`src/rtl/stream_regroup.sv`:
```
// stream_regroup
// Symbol-width converter between two valid/ready streams. Widens (packs
// several narrow input symbols into one output word) or narrows (splits one
// wide input word into several output pieces) by any integer ratio, or acts
// as a single register stage when the widths are equal. Carries a packet end
// marker; when widening, a packet ending mid-word flushes a partial word.
//
// Ports
//   clk        rising-edge system clock
//   reset      asynchronous, active-low; low clears all state immediately
//   in_valid   in_data/in_last presented
//   in_data    input symbol, IN_WIDTH bits
//   in_last    final symbol of a packet
//   in_ready   input symbol accepted when in_valid && in_ready at clk edge
//   out_valid  out_data/out_last/out_fill presented
//   out_data   output symbol, OUT_WIDTH bits
//   out_last   final output symbol of a packet
//   out_fill   widening: input symbols held in out_data (1..RATIO); else 1
//   out_ready  consumer accepts when out_valid && out_ready
//
// MSB_FIRST = 0: first symbol uses the lowest bits; 1: the highest bits.
module stream_regroup #(
  parameter int IN_WIDTH  = 2,
  parameter int OUT_WIDTH = 8,
  parameter int MSB_FIRST = 0,
  localparam int RATIO  = (IN_WIDTH > OUT_WIDTH) ? (IN_WIDTH / OUT_WIDTH)
                                                 : (OUT_WIDTH / IN_WIDTH),
  localparam int FILL_W = $clog2(RATIO + 1)
) (
  input  logic                 clk,
  input  logic                 reset,
  input  logic                 in_valid,
  input  logic [IN_WIDTH-1:0]  in_data,
  input  logic                 in_last,
  output logic                 in_ready,
  output logic                 out_valid,
  output logic [OUT_WIDTH-1:0] out_data,
  output logic                 out_last,
  output logic [FILL_W-1:0]    out_fill,
  input  logic                 out_ready
);

  localparam int CNT_W = (RATIO > 1) ? $clog2(RATIO) : 1;
  localparam logic [CNT_W-1:0]  LAST_CNT = CNT_W'(RATIO - 1);
  localparam logic [FILL_W-1:0] FILL_ONE = FILL_W'(1);

  logic accept;
  assign accept = in_valid && in_ready;

  if (OUT_WIDTH > IN_WIDTH) begin : g_widen
    logic [OUT_WIDTH-1:0] acc_q, acc_d, data_q, data_d, word;
    logic [CNT_W-1:0]     cnt_q, cnt_d, slot;
    logic                 valid_q, valid_d, last_q, last_d;
    logic [FILL_W-1:0]    fill_q, fill_d;

    // A completed word can be replaced in the same cycle it is consumed.
    assign in_ready = !valid_q || out_ready;

    always_comb begin
      acc_d   = acc_q;
      cnt_d   = cnt_q;
      data_d  = data_q;
      valid_d = valid_q;
      last_d  = last_q;
      fill_d  = fill_q;

      // Slot the incoming symbol into the accumulator image. Unfilled slots
      // are already zero because the accumulator clears after every word.
      slot = (MSB_FIRST != 0) ? (LAST_CNT - cnt_q) : cnt_q;
      word = acc_q;
      for (int s = 0; s < RATIO; s++) begin
        if (slot == CNT_W'(s)) begin
          word[s*IN_WIDTH +: IN_WIDTH] = in_data;
        end
      end

      if (valid_q && out_ready) begin
        valid_d = 1'b0;
      end

      if (accept) begin
        if (cnt_q == LAST_CNT || in_last) begin
          data_d  = word;
          valid_d = 1'b1;
          last_d  = in_last;
          fill_d  = FILL_W'(cnt_q) + FILL_ONE;
          acc_d   = '0;
          cnt_d   = '0;
        end else begin
          acc_d = word;
          cnt_d = cnt_q + 1'b1;
        end
      end
    end

    always_ff @(posedge clk or negedge reset) begin
      if (!reset) begin
        acc_q   <= '0;
        cnt_q   <= '0;
        data_q  <= '0;
        valid_q <= 1'b0;
        last_q  <= 1'b0;
        fill_q  <= '0;
      end else begin
        acc_q   <= acc_d;
        cnt_q   <= cnt_d;
        data_q  <= data_d;
        valid_q <= valid_d;
        last_q  <= last_d;
        fill_q  <= fill_d;
      end
    end

    assign out_valid = valid_q;
    assign out_data  = data_q;
    assign out_last  = last_q;
    assign out_fill  = fill_q;

  end else if (IN_WIDTH > OUT_WIDTH) begin : g_narrow
    logic [IN_WIDTH-1:0] sh_q, sh_d;
    logic [CNT_W-1:0]    cnt_q, cnt_d;
    logic                valid_q, valid_d, wlast_q, wlast_d;
    logic [FILL_W-1:0]   fill_q, fill_d;

    // A new word may load in the same cycle the final piece is consumed, so
    // consecutive words stream out without a bubble.
    assign in_ready = !valid_q || (out_ready && cnt_q == LAST_CNT);

    always_comb begin
      sh_d    = sh_q;
      cnt_d   = cnt_q;
      valid_d = valid_q;
      wlast_d = wlast_q;
      fill_d  = fill_q;

      if (valid_q && out_ready) begin
        if (cnt_q == LAST_CNT) begin
          valid_d = 1'b0;
        end else begin
          cnt_d = cnt_q + 1'b1;
          sh_d  = (MSB_FIRST != 0) ? (sh_q << OUT_WIDTH) : (sh_q >> OUT_WIDTH);
        end
      end

      if (accept) begin
        sh_d    = in_data;
        cnt_d   = '0;
        valid_d = 1'b1;
        wlast_d = in_last;
        fill_d  = FILL_ONE;
      end
    end

    always_ff @(posedge clk or negedge reset) begin
      if (!reset) begin
        sh_q    <= '0;
        cnt_q   <= '0;
        valid_q <= 1'b0;
        wlast_q <= 1'b0;
        fill_q  <= '0;
      end else begin
        sh_q    <= sh_d;
        cnt_q   <= cnt_d;
        valid_q <= valid_d;
        wlast_q <= wlast_d;
        fill_q  <= fill_d;
      end
    end

    // The current piece always sits at the end of the shift register that
    // is emitted first.
    assign out_valid = valid_q;
    assign out_data  = (MSB_FIRST != 0) ? sh_q[IN_WIDTH-1 -: OUT_WIDTH]
                                        : sh_q[OUT_WIDTH-1:0];
    assign out_last  = valid_q && wlast_q && (cnt_q == LAST_CNT);
    assign out_fill  = fill_q;

  end else begin : g_pass
    logic [OUT_WIDTH-1:0] data_q, data_d;
    logic                 valid_q, valid_d, last_q, last_d;
    logic [FILL_W-1:0]    fill_q, fill_d;

    assign in_ready = !valid_q || out_ready;

    always_comb begin
      data_d  = data_q;
      valid_d = valid_q;
      last_d  = last_q;
      fill_d  = fill_q;
      if (valid_q && out_ready) begin
        valid_d = 1'b0;
      end
      if (accept) begin
        data_d  = in_data;
        valid_d = 1'b1;
        last_d  = in_last;
        fill_d  = FILL_ONE;
      end
    end

    always_ff @(posedge clk or negedge reset) begin
      if (!reset) begin
        data_q  <= '0;
        valid_q <= 1'b0;
        last_q  <= 1'b0;
        fill_q  <= '0;
      end else begin
        data_q  <= data_d;
        valid_q <= valid_d;
        last_q  <= last_d;
        fill_q  <= fill_d;
      end
    end

    assign out_valid = valid_q;
    assign out_data  = data_q;
    assign out_last  = last_q;
    assign out_fill  = fill_q;
  end

endmodule

```
`config.mk`:
```
export PLATFORM = sky130hd
export DESIGN_NAME = stream_regroup
export DESIGN_NICKNAME = d
export VERILOG_FILES = /design/src/rtl/stream_regroup.sv
export SDC_FILE = /design/constraint.sdc
export NUM_CORES = 1
export LEC_CHECK = 0
export ABC_AREA = 1
export ABC_CLOCK_PERIOD_IN_PS = 1550
export BUFFER_PORTS_ARGS = -buffer_cell sky130_fd_sc_hd__buf_2
export CAP_MARGIN = 20
export CORE_ASPECT_RATIO = 0.7
export CORE_MARGIN = 2
export CORE_UTILIZATION = 53
export CTS_CLUSTER_DIAMETER = 40
export DETAILED_ROUTE_END_ITERATION = 6
export GPL_TIMING_DRIVEN = 0
export PLACE_DENSITY = 0.77
export RECOVER_POWER = 50
export SYNTH_ARGS = -nofsm -noshare
export SYNTH_HDL_FRONTEND = slang
export SYNTH_SLANG_ARGS = --single-unit
```
`constraint.sdc`:
```
create_clock -name clk -period 1.55 [get_ports clk]
set_input_delay 0.31 -clock clk [delete_from_list [all_inputs] [get_ports clk]]
set_output_delay 0.31 -clock clk [all_outputs]
set_load 0.03 [all_outputs]
```
==> summary.md <==
| Metric | Value |
|---|---|
| Yosys warns | 0 |
| Die width | 58.0 µm |
| RSZ-0062 raised after global routing | no |
| Post-synthesis cell count | 134 |
| Detailed Route Iter0 Violations | 30 |
| XOR/XNOR Fraction of Synth Area | 0 |
| Syn-to-layout area delta | 15.1% |
| Crit start category | flip-flop |
| Design area | roughly 1200 µm² |
| Clk_skew | around 0.0012 ns |
| Initial antenna violation count | 0 |
| CTS sink cnt | 23 |
| Crit. End Element | output pin |
| Routed Wire Length | 2160 µm |
| Flops & latches, synth | 23 |
| CTS Buffer Depth | 2 |
| CTS clk-pin slew, worst paths | 0.12 ns |
| Tightest Hold Check Type | in2reg |
| Met1 Use GR | 0.318 |
| Die H | around 42 µm |
| Vias per cell | 4.85 |
| Slew @ Worst Pin | about 0.56 ns |
| CTS Root Cell | clkbuf_4 |
| Max-cap violations | 0 |
| Status | complete, no violations |
| TNS Setup | 0 ns |
| Final Power | 1.63 mW |
| Initial Util | 0.572 |
| Final setup margin | roughly 0.12 ns |
| PortBufs | 20 |
| TritonCTS clock tree | done |
| Mux share of post-synthesis cell area | 0 |
| Hold Vio Cnt, Final | 0 |
| RePlAce Congestion | 0.870 |
| Clock buffer count from CTS | 3 |
| Grt met3 use | 0.0717 |
| GRT Util Overall | 0.215 |
| Adder-cell share of the synthesized area | 0.0463 |
| DRT antenna net count | 0 |
| Clk Latency, worst-skew pair | 0.31 ns |
| GR Util met2 | 0.307 |
| Largest net degree at the start of global routing | 24 |
| DPL Wire Length | 1600 µm |
| CP arrival | 1.12 ns |
| Worst-path fanout max | 6 |
| Row Count | 13 |
| Min Tclk post-route | 1.43 ns |
| Worst slack at placement | 0.122 ns |
| WP data required | 1.24 ns |
| Max-slew violation count | 0 |
| Mapped Area | 1080 µm² |
| Routed wire per std cell | 11.9 µm |
| Vias in the first global route | 840 |
| Core area | 1890 µm² |
| Synth unique cells | 14 |
| Sequential fraction of the synthesis area | 0.533 |
| Post-DP Area | 1210 µm² |
| Final layout net count | 171 |
| CP Cell Sequence | nand2_2 -> buf_2 |
| Syn nets | 145 |
| Via Count | a little under 900 |
| Leak Pwr | approximately 0.73 nW |
| Antenna cells | 0 |
| First-pass GRT wire length | 3920 µm |
| Layout cells sized above 1 | 0.157 |
| First-pass DRT Iterations | 4 |
| Slew HR | 0.628 |
| Most frequent cells in the layout | nand2_1, dfrtp_1, nand3_1, buf_2, inv_1 |
| PwrDens | roughly 1300 nW/µm² |
| Io pins | 21 |
| Slowest Stage Delay on Critical Path | between 0.4 and 0.5 ns |
| GR peak layer | met1 |
| Avg Cell Area, Syn | approximately 8.1 µm² |
| Post-Synth Simple-Gate Area | 0.342 |
| GR Overflow Total | 0 |
| Htree depth | 1 |
| Kind of critical path | reg2out |
| Setup violators final | 0 |
| Largest family of logic cells by synthesized area | simple AND/OR/NAND/NOR gates |
| Max Freq | 0.697 GHz |
| Max IR drop VDD | 1.04 mV |
| Most common cell after layout, fill and taps aside | nand2_1 |
| Full die area | 2420 µm² |
| Post-synthesis compound-gate area fraction | 0.0243 |
| Residual DRC count | 0 |
| Tcrit/Tclk final | 0.925 |
| Critical Path Slowest Stage Cell | dfrtp_1 |
report_power, final:
part           internal (mW)  switching (mW)
clock network          0.101           0.171
logic                  0.163           0.414
registers              0.715          0.0702
total                  0.979           0.655
cells in the mapped netlist:
| master | instances | area, µm² |
|---|---|---|
| a21oi_4 | 1 | 16.3 |
| ha_1 | 4 | 50.1 |
| nand2_1 | 71 | 267 |
| inv_2 | 1 | 3.75 |
| buf_4 | 1 | 7.51 |
| nand2_2 | 1 | 6.26 |
| nor2_1 | 1 | 3.75 |
| nand3_1 | 14 | 70.1 |
| dfrtp_1 | 23 | 576 |
| o21ai_1 | 2 | 10.0 |
| nand4_1 | 2 | 12.5 |
| nand3_2 | 1 | 10.0 |
| inv_1 | 10 | 37.5 |
| buf_2 | 2 | 10.0 |
repair_timing:
item                                    in CTS  in global routing
endpoints found under the hold margin       23                  0
setup buffers                                0                  0
hold buffers                                 1                  0
resized for setup                            0                  3
endpoints found under the setup margin       0                  3
sequential cells by signal (all words and copies together) (netlist names):
register,cells
out_fill,3
out_last,1
out_data,8
g_widen.acc_q,8
g_widen.cnt_q,2
out_valid,1
cell families after synthesis:
logic type                 Yosys count
AOI/OAI and AO/OA                    3
adders and majority gates            4
buffers and inverters               14
DFF                                 23
and+or+nand+nor                     90
final cells by class:
class | instances | area (µm²)
Fill cell | 181 | 644
Inverter | 11 | 41.3
Buffer | 3 | 20.0
Sequential cell | 23 | 576
Timing Repair Buffer | 21 | 101
Tap cell | 22 | 27.5
Clock buffer | 4 | 26.3
Multi-Input combinational cell | 97 | 450
metal layers:
| layer | share of wire | routed length, µm |
|---|---|---|
| met1 | 0.51 | 1110 |
| met2 | 0.42 | 901 |
| met3 | 0.059 | 128 |
| met4 | 0.0083 | 18 |
| met5 | 0 | 0 |
final timing paths:
path	from	to	slack [ns]	cells after the start
worst max-delay path	out_valid	in_ready	0.12	2
worst min-delay path	in_last	out_last	0.25	3
worst max register to register	g_widen.cnt_q[1]	out_fill[1]	0.14	7
worst min register to register	out_last	out_last	0.48	2
max in group asynchronous	reset	g_widen.acc_q[1]	0.65	2
min in group asynchronous	reset	g_widen.acc_q[6]	0.53	2
per-stage QoR:
step	std cells	hold slack [ns]	util
6_report	181	0.250	0.658
5_1_grt	181	0.253	0.658
4_1_cts	181	0.238	0.659
3_5_place_dp	176	0.307	0.640
3_3_place_gp	176	0.299	0.640
2_1_floorplan	134	0.0144	-
worst max-delay path: cells and delay by family (launching register included):
kind | cells | cell delay, ns
buffers and inverters | 1 | 0.22
DFF | 1 | 0.45
and+or+nand+nor | 1 | 0.15
No activity file was read; power rests on OpenSTA's default activity.
